### src/rtl/bcd_display_pkg.sv
// Shared types and constants for the BCD display scanner.
// Segment patterns are active-high, ordered {g,f,e,d,c,b,a}.
package bcd_display_pkg;

  typedef enum logic [1:0] {
    UNITS    = 2'd0,
    TENS     = 2'd1,
    HUNDREDS = 2'd2
  } slot_t;

  localparam logic [6:0] SEG_0   = 7'b0111111;
  localparam logic [6:0] SEG_1   = 7'b0000110;
  localparam logic [6:0] SEG_2   = 7'b1011011;
  localparam logic [6:0] SEG_3   = 7'b1001111;
  localparam logic [6:0] SEG_4   = 7'b1100110;
  localparam logic [6:0] SEG_5   = 7'b1101101;
  localparam logic [6:0] SEG_6   = 7'b1111101;
  localparam logic [6:0] SEG_7   = 7'b0000111;
  localparam logic [6:0] SEG_8   = 7'b1111111;
  localparam logic [6:0] SEG_9   = 7'b1101111;
  localparam logic [6:0] SEG_OFF = 7'b0000000;

endpackage

### src/rtl/bcd_combinational.sv
// Binary 0..255 to three BCD digits.
// Hundreds fits in two bits since the input tops out at 255.
module bcd_combinational (
  input  logic [7:0] bin,
  output logic [1:0] hundreds,
  output logic [3:0] tens,
  output logic [3:0] units
);

  logic [6:0] rem;

  always_comb begin
    hundreds = 2'd0;
    if (bin >= 8'd200)
      hundreds = 2'd2;
    else if (bin >= 8'd100)
      hundreds = 2'd1;
    rem   = 7'(bin - 8'(hundreds) * 8'd100);
    tens  = 4'(rem / 7'd10);
    units = 4'(rem % 7'd10);
  end

endmodule

### src/rtl/seg7_decode.sv
// BCD digit to active-high {g..a} segment pattern.
// Non-decimal codes render as blank.
module seg7_decode
  import bcd_display_pkg::*;
(
  input  logic [3:0] bcd,
  output logic [6:0] seg
);

  always_comb begin
    seg = SEG_OFF;
    case (bcd)
      4'd0:    seg = SEG_0;
      4'd1:    seg = SEG_1;
      4'd2:    seg = SEG_2;
      4'd3:    seg = SEG_3;
      4'd4:    seg = SEG_4;
      4'd5:    seg = SEG_5;
      4'd6:    seg = SEG_6;
      4'd7:    seg = SEG_7;
      4'd8:    seg = SEG_8;
      4'd9:    seg = SEG_9;
      default: seg = SEG_OFF;
    endcase
  end

endmodule

### src/rtl/bcd_display_scanner.sv
// Three-digit multiplexed 7-seg scanner with a one-entry
// pending slot, leading-zero blanking and anti-ghost gaps.
module bcd_display_scanner
  import bcd_display_pkg::*;
#(
  parameter int unsigned DWELL          = 4000,
  parameter int unsigned GAP            = 2,
  parameter bit          SEG_ACTIVE_LOW = 1'b1
) (
  input  logic       clk,
  input  logic       reset_n,
  input  logic [7:0] data_in,
  input  logic       data_valid,
  output logic       data_ready,
  output logic [6:0] seg,
  output logic [2:0] digit_en,
  output logic       frame_done
);

  localparam logic [6:0] POL      = {7{SEG_ACTIVE_LOW}};
  localparam logic [6:0] SEG_IDLE = SEG_OFF ^ POL;

  slot_t       slot, slot_nxt;
  logic [15:0] slot_cnt;
  logic [7:0]  disp_val;
  logic [7:0]  pend_val;
  logic        pend_full, pend_full_nxt;
  logic        last, boundary, xfer;

  logic [1:0]  hundreds;
  logic [3:0]  tens, units;
  logic [3:0]  cur_bcd;
  logic [6:0]  cur_seg;
  logic [2:0]  onehot;
  logic        lit;

  assign last     = (slot_cnt == 16'(DWELL - 1));
  assign boundary = last && (slot == HUNDREDS);
  assign xfer     = data_valid && data_ready;

  always_comb begin
    slot_nxt = slot;
    if (last) begin
      unique case (slot)
        UNITS:   slot_nxt = TENS;
        TENS:    slot_nxt = HUNDREDS;
        default: slot_nxt = UNITS;
      endcase
    end
  end

  always_comb begin
    pend_full_nxt = pend_full;
    if (boundary)
      pend_full_nxt = 1'b0;
    if (xfer)
      pend_full_nxt = 1'b1;
  end

  always_ff @(posedge clk) begin
    if (!reset_n) begin
      slot      <= UNITS;
      slot_cnt  <= '0;
      disp_val  <= '0;
      pend_val  <= '0;
      pend_full <= 1'b0;
    end else begin
      slot      <= slot_nxt;
      slot_cnt  <= last ? '0 : slot_cnt + 16'd1;
      pend_full <= pend_full_nxt;
      if (boundary && pend_full)
        disp_val <= pend_val;
      if (xfer)
        pend_val <= data_in;
    end
  end

  bcd_combinational u_bcd (
    .bin      (disp_val),
    .hundreds (hundreds),
    .tens     (tens),
    .units    (units)
  );

  // Tens stays lit under a nonzero hundreds digit (e.g. 105).
  always_comb begin
    cur_bcd = '0;
    onehot  = '0;
    lit     = 1'b0;
    unique case (slot)
      UNITS: begin
        cur_bcd = units;
        onehot  = 3'b001;
        lit     = 1'b1;
      end
      TENS: begin
        cur_bcd = tens;
        onehot  = 3'b010;
        lit     = (hundreds != 2'd0) || (tens != 4'd0);
      end
      HUNDREDS: begin
        cur_bcd = {2'b00, hundreds};
        onehot  = 3'b100;
        lit     = (hundreds != 2'd0);
      end
      default: ;
    endcase
    if (slot_cnt < 16'(GAP))
      lit = 1'b0;
  end

  seg7_decode u_seg (
    .bcd (cur_bcd),
    .seg (cur_seg)
  );

  always_ff @(posedge clk) begin
    if (!reset_n) begin
      seg        <= SEG_IDLE;
      digit_en   <= '0;
      frame_done <= 1'b0;
      data_ready <= 1'b0;
    end else begin
      seg        <= (lit ? cur_seg : SEG_OFF) ^ POL;
      digit_en   <= lit ? onehot : 3'b000;
      frame_done <= boundary;
      data_ready <= !pend_full_nxt;
    end
  end

endmodule

### config.mk
export PLATFORM = sky130hd
export DESIGN_NAME = bcd_display_scanner
export DESIGN_NICKNAME = d
export VERILOG_FILES = /design/src/rtl/bcd_display_pkg.sv /design/src/rtl/bcd_combinational.sv /design/src/rtl/seg7_decode.sv /design/src/rtl/bcd_display_scanner.sv
export SDC_FILE = /design/constraint.sdc
export NUM_CORES = 1
export LEC_CHECK = 0
export BUFFER_PORTS_ARGS = -buffer_cell sky130_fd_sc_hd__buf_2
export CORE_ASPECT_RATIO = 1.25
export CORE_MARGIN = 4
export CORE_UTILIZATION = 50
export DETAILED_ROUTE_END_ITERATION = 6
export PLACE_DENSITY = 0.78
export SLEW_MARGIN = 30
export SYNTH_ARGS = -nofsm -noshare
export SYNTH_HDL_FRONTEND = slang
export SYNTH_SLANG_ARGS = --single-unit
export TNS_END_PERCENT = 100
### constraint.sdc
create_clock -name clk -period 19.4 [get_ports clk]
set_input_delay 2.91 -clock clk [delete_from_list [all_inputs] [get_ports clk]]
set_output_delay 2.91 -clock clk [all_outputs]
set_load 0.05 [all_outputs]
Word level (Yosys, flattened, before mapping) --
Memories as Yosys holds them, arrays and structs flattened. Cells that the tools add are included.
Operators by class: add/sub/neg operators 2, $mul 1, divide/modulo/power cells 2, $lt $le $gt $ge 3, eq/ne operators 3, multiplexer cells 10, bitwise operators 2, reduce and logical (&&, ||, !) cells 10
Operators by type and width (number):
- adder 16 x 1 -> 16 bit, second input constant | 1
- equality test 16 x 12 -> 1 bit, second input constant | 1
- < comparator 16 x 2 -> 1 bit, second input constant | 1
- one-hot mux 4 bit (3 select lines) | 1
- one-hot mux 3 bit (3 select lines) | 1
- >= comparator 8 x 7 -> 1 bit, second input constant | 1
- >= comparator 8 bit, second input constant | 1
- divider 7 x 4 -> 7 bit, second input constant | 1
- modulo 7 x 4 -> 7 bit, second input constant | 1
- two-way mux 7 bit | 1
- inverter 7 bit | 1
- subtractor 7 bit | 1
- multiplier 2 x 5 -> 5 bit, second input constant | 1
- two-way mux 1 bit | 4
- one-hot mux 2 bit (2 select lines) | 1
- nonzero test 4 bit | 1
- logical AND 1 bit | 3
- one-hot mux 1 bit (3 select lines) | 1
- equality test 2 x 1 -> 1 bit, second input constant | 1
- equality test 2 bit, second input constant | 1
- zero test 2 bit | 1
- two-way mux 2 bit | 1
- AND reduction 2 bit | 1
- nonzero test 2 bit | 1
- other kinds (4) | 4
Word-level totals: flip-flop bits (word level) 47, ROM bits 112, input port bits 11, output and inout bits 12, logic and storage cells 43, memories kept 1
Memory list:
- (name not given) | words 16, bits a word 7, read ports 1, clocked after Yosys merged registers in 0, wr ports 0, RTL line seg7_decode.sv:12 | case (bcd)

Logic depth before layout (Yosys ltp) --
word-level depth 12, mapped depth 31, mapped depth without buffers 29

Hierarchy --
Synthesis repeated with hierarchy kept, for this count alone.
Second synthesis, totals: cells, all modules 340, area total of the unflattened synthesis 2907.8 µm²
By module, submodules not included:
- bcd_display_scanner | times used 1, cells each 223, area each 1968.1 µm², sequential area each 940.9 µm²
- bcd_combinational | times used 1, cells each 89, area each 720.7 µm², sequential area each 0.0 µm²
- seg7_decode | times used 1, cells each 28, area each 219.0 µm², sequential area each 0.0 µm²

Least setup slack after synthesis --
No wires, ideal clock.
kind register to register, start register disp_val[4], end register seg[3], setup time 0.120 ns, arrival 6.162 ns, required time 19.280 ns, setup slack 13.118 ns, stages on the path, launching flop included 30, path buffers 2, period minus slack after synthesis 6.282 ns, path through dfxtp_1 buf_6 o311ai_0 inv_1 or2_2 inv_1 ha_1 fa_1 nand2b_4 a21oi_4 xnor2_1 nor2_1 a31oi_1 ha_1 clkbuf_1 nor3_1 a31o_1 mux4_2 or2_1 a21o_1 o21ai_1 ha_1 and2_1 nand3_1 o31a_1 a221o_1 a31oi_1 ha_1 nor2_1 a211o_1
Between the ends: longest elaborated chain between the ends 12, elaborated cells on any way between the ends 17, classes of those cells add/sub (1); mul (1); div (2); order compare (2); mux (6); bitwise (1); reduce/logical (3); memory (1)
Ends and longest elaborated chain:
- from (decl) | RTL line bcd_display_scanner.sv:25 | logic [7:0] disp_val;
- from (signal assigned) | RTL line bcd_display_scanner.sv:72 | disp_val <= pend_val;
- parallel branches: the longest is 10 deep, another holds >= comparator 8 x 7 -> 1 bit
- two-way mux 7 bit (*) | RTL line bcd_display_scanner.sv:124 | seg <= (lit ? cur_seg : SEG_OFF) ^ POL;
- inverter 7 bit (no source line) (*)
- to (signal assigned) | RTL line bcd_display_scanner.sv:124
- to (decl) | RTL line bcd_display_scanner.sv:15 | output logic [6:0] seg,
Mark *: on every way between the ends. A chain may end at the register's enable or synchronous reset.

Worst setup path after layout --
start register disp_val[4], end register seg[4]
Same word-level chain as after synthesis.

==> metrics.cfg <==
[clocking]
cts_hold_buf=0
postCtsSetupBuffers=0
clock-root-buffer=clkbuf_8
ctsResizeCount=0
h-tree-depth=2
tritoncts=done
clock_path_buffers=2
clock_latency_ns=0.29
clkTransAtPathRegs_ns=0.08
cts.sinks=47
cts-buffers-inserted=5

[drt]
wl_per_cell_um=14.3
post-route-drc-count=0
vias_per_cell=5.89
detail_route.iter0.violations=149
ant_nets=0
drt-pass1-iter-count=4
vias=2490
routed_wl_um=6050

[placed_design]
placed_cells=416
place_worst_setup_slack_ns=12.47
gp_congestion=0.907
port_buffers=22
post_dp_cell_area_mm2=0.00299
hpwl_um=4560

[logic_synthesis]
syn_area_mm2=0.00285
ys.flop_type=dfxtp_1
postSynthAreaPerCell_um2=8.37
yosys.area.top_type_share_pct=33.0
syn-num-nets=363
synth_edf_count=0
synth_cell_types=72
yosysSeqAreaShare_pct=33.0
yosys-top-cells-area=dfxtp_1 33%, nor2_1 5.3%, nand2_1 5.1%
async_flop_share_pct=0
synth-seq-cells=47
ys.warnings.count=0
yosysTopAreaCell=dfxtp_1
synth_cells=341

[global_route]
grt_remaining_overflow=0
grt_pass1_vias=2379
antenna_found_initial=0
grt_max_degree=21
grtUsageTotal_pct=18.8
grt_pass1_wl_um=10500

[setup_path]
crit_type=flop to flop
reg2reg_from=disp_val[4]$_SDFFE_PN0P_
startpoint_type=flop
path_max_fanout=11
critPathRequiredTime_ns=19.63
slowest_delay_ns=0.62
cp_data_arrival_time_ns=7.21
critical-path-slowest-cell=o311ai_0
cp-startpoint=disp_val[4]$_SDFFE_PN0P_
cpMostUsedCell=ha_1
critPathCaptureType=flop

[final_layout]
layout_common_cells=47 x dfxtp_1, 40 x nor2_1, 39 x nand2_1
area_growth_syn_to_layout_pct=8.51
layout.cells.most_common=dfxtp_1
nNetsFinal=381
final.fill_count=487
postLayoutCoreUtil_pct=56.5
diodes=0
fin_cells=423
fin_area_mm2=0.00310
drive_gt1_share_pct=13.4

[floorplanning]
io_pins=23
die_h_um=92.5
row_count=30
start_util_pct=52.1
die_x_um=75.6
core_area_mm2=0.00548
die-area_mm2=0.00699

[sta]
finalHoldViolCount=0
whs_ns=0.458
tns_ns=0
skew_ns=0.00575
max_freq_mhz=143
worstMarginPinSlew_ns=0.948
slew_headroom_pct=36.2
setup_viol_count_final=0
rsz0062_at_grt=no
fin_crit_ns=6.98
maxSlewViolCount=0
setup_ws_ns=12.42
min_period_over_period_pct=36.0

[run]
maxCapViolCount=0

[pwr]
p_leak_nw=1.28
p_total_mw=0.183
cellPowerDensity_mw_per_mm2=59.2
ir_drop_mv=0.0425

[hold_path]
hold_start=pend_val[0]$_SDFFE_PN0P_
hold_path_class=flop to flop

[run_status]
status=complete, no violations

-- routing by layer --
metal / vias up / track usage, % / routed length [um]
li1: 1251 / - / -
met1: 1159 / 22.9 / 2620
met2: 54 / 30.8 / 3000
met3: 26 / 3.37 / 181
met4: 0 / 9.62 / 250
met5: - / 0 / 0
-- cells in the mapped netlist (3+ instances only) --
| master | number |
|---|---|
| a221o_1 | 3 |
| nand4_1 | 3 |
| o21ai_0 | 11 |
| dfxtp_1 | 47 |
| nand2b_1 | 5 |
| o211ai_1 | 4 |
| clkbuf_1 | 9 |
| nor2_1 | 40 |
| xnor2_1 | 8 |
| or4_1 | 4 |
| nor3_1 | 7 |
| a21oi_1 | 20 |
| inv_1 | 17 |
| xor2_1 | 9 |
| and2_1 | 3 |
| mux2i_1 | 9 |
| nand3_1 | 11 |
| nand2_1 | 39 |
| and3_1 | 4 |
| ha_1 | 10 |
| or3_1 | 9 |
| a31oi_1 | 3 |
| nor3b_1 | 3 |
| a21o_1 | 3 |
| nor2b_1 | 3 |
-- registers in the layout (all words and copies together) (netlist names) --
signal and cells:
slot_cnt 16, disp_val 8, pend_val 8, seg 7
digit_en 3, slot 2, data_ready 1, frame_done 1
pend_full 1
-- path summary, 6_finish.rpt --
path / to / slack [ns] / depth (start not counted)
max: seg[4]$_SDFF_PN1_ / 12.42 / 29
min: pend_val[0]$_SDFFE_PN0P_ / 0.46 / 2
max reg2reg: seg[4]$_SDFF_PN1_ / 12.42 / 29
min reg2reg: pend_val[0]$_SDFFE_PN0P_ / 0.46 / 2
-- cell type report --
class,count,area (um2),share of cell area (%)
inverter,17,63.8,2.06
sequential,47,941,30.4
clock inverter,1,30.0,0.970
clock buffer,6,72.6,2.34
tap,64,80.1,2.59
timing repair buffer,22,110,3.56
multi-input combinational,266,1800,58.1
-- power by group --
part / switching (mW) / internal [mW]
clock: 0.0294 / 0.0377
combinational: 0.0107 / 0.00442
sequential: 0.00154 / 0.0994
-- critical path, delay by kind of cell (launching register included) --
family | cells | cell delay, ns
AO/OA/AOI/OAI | 10 | 2.58
adder cells (fa/ha/maj) | 5 | 1.37
AND/OR/NAND/NOR | 8 | 1.33
multiplexers | 2 | 0.56
flip-flops | 1 | 0.45
buffers and inverters | 3 | 0.35
XOR/XNOR | 1 | 0.23
-- cell families after synthesis --
family                     share of synthesized area [%]
muxes                                               4.74
buffers and inverters                               3.99
and+or+nand+nor                                     25.5
DFF                                                 33.0
xor gates and xnor gates                            7.15
adders and majority gates                           5.44
AOI/OAI and AO/OA                                   20.2
Note: power is estimated with default switching activity, not from simulation.
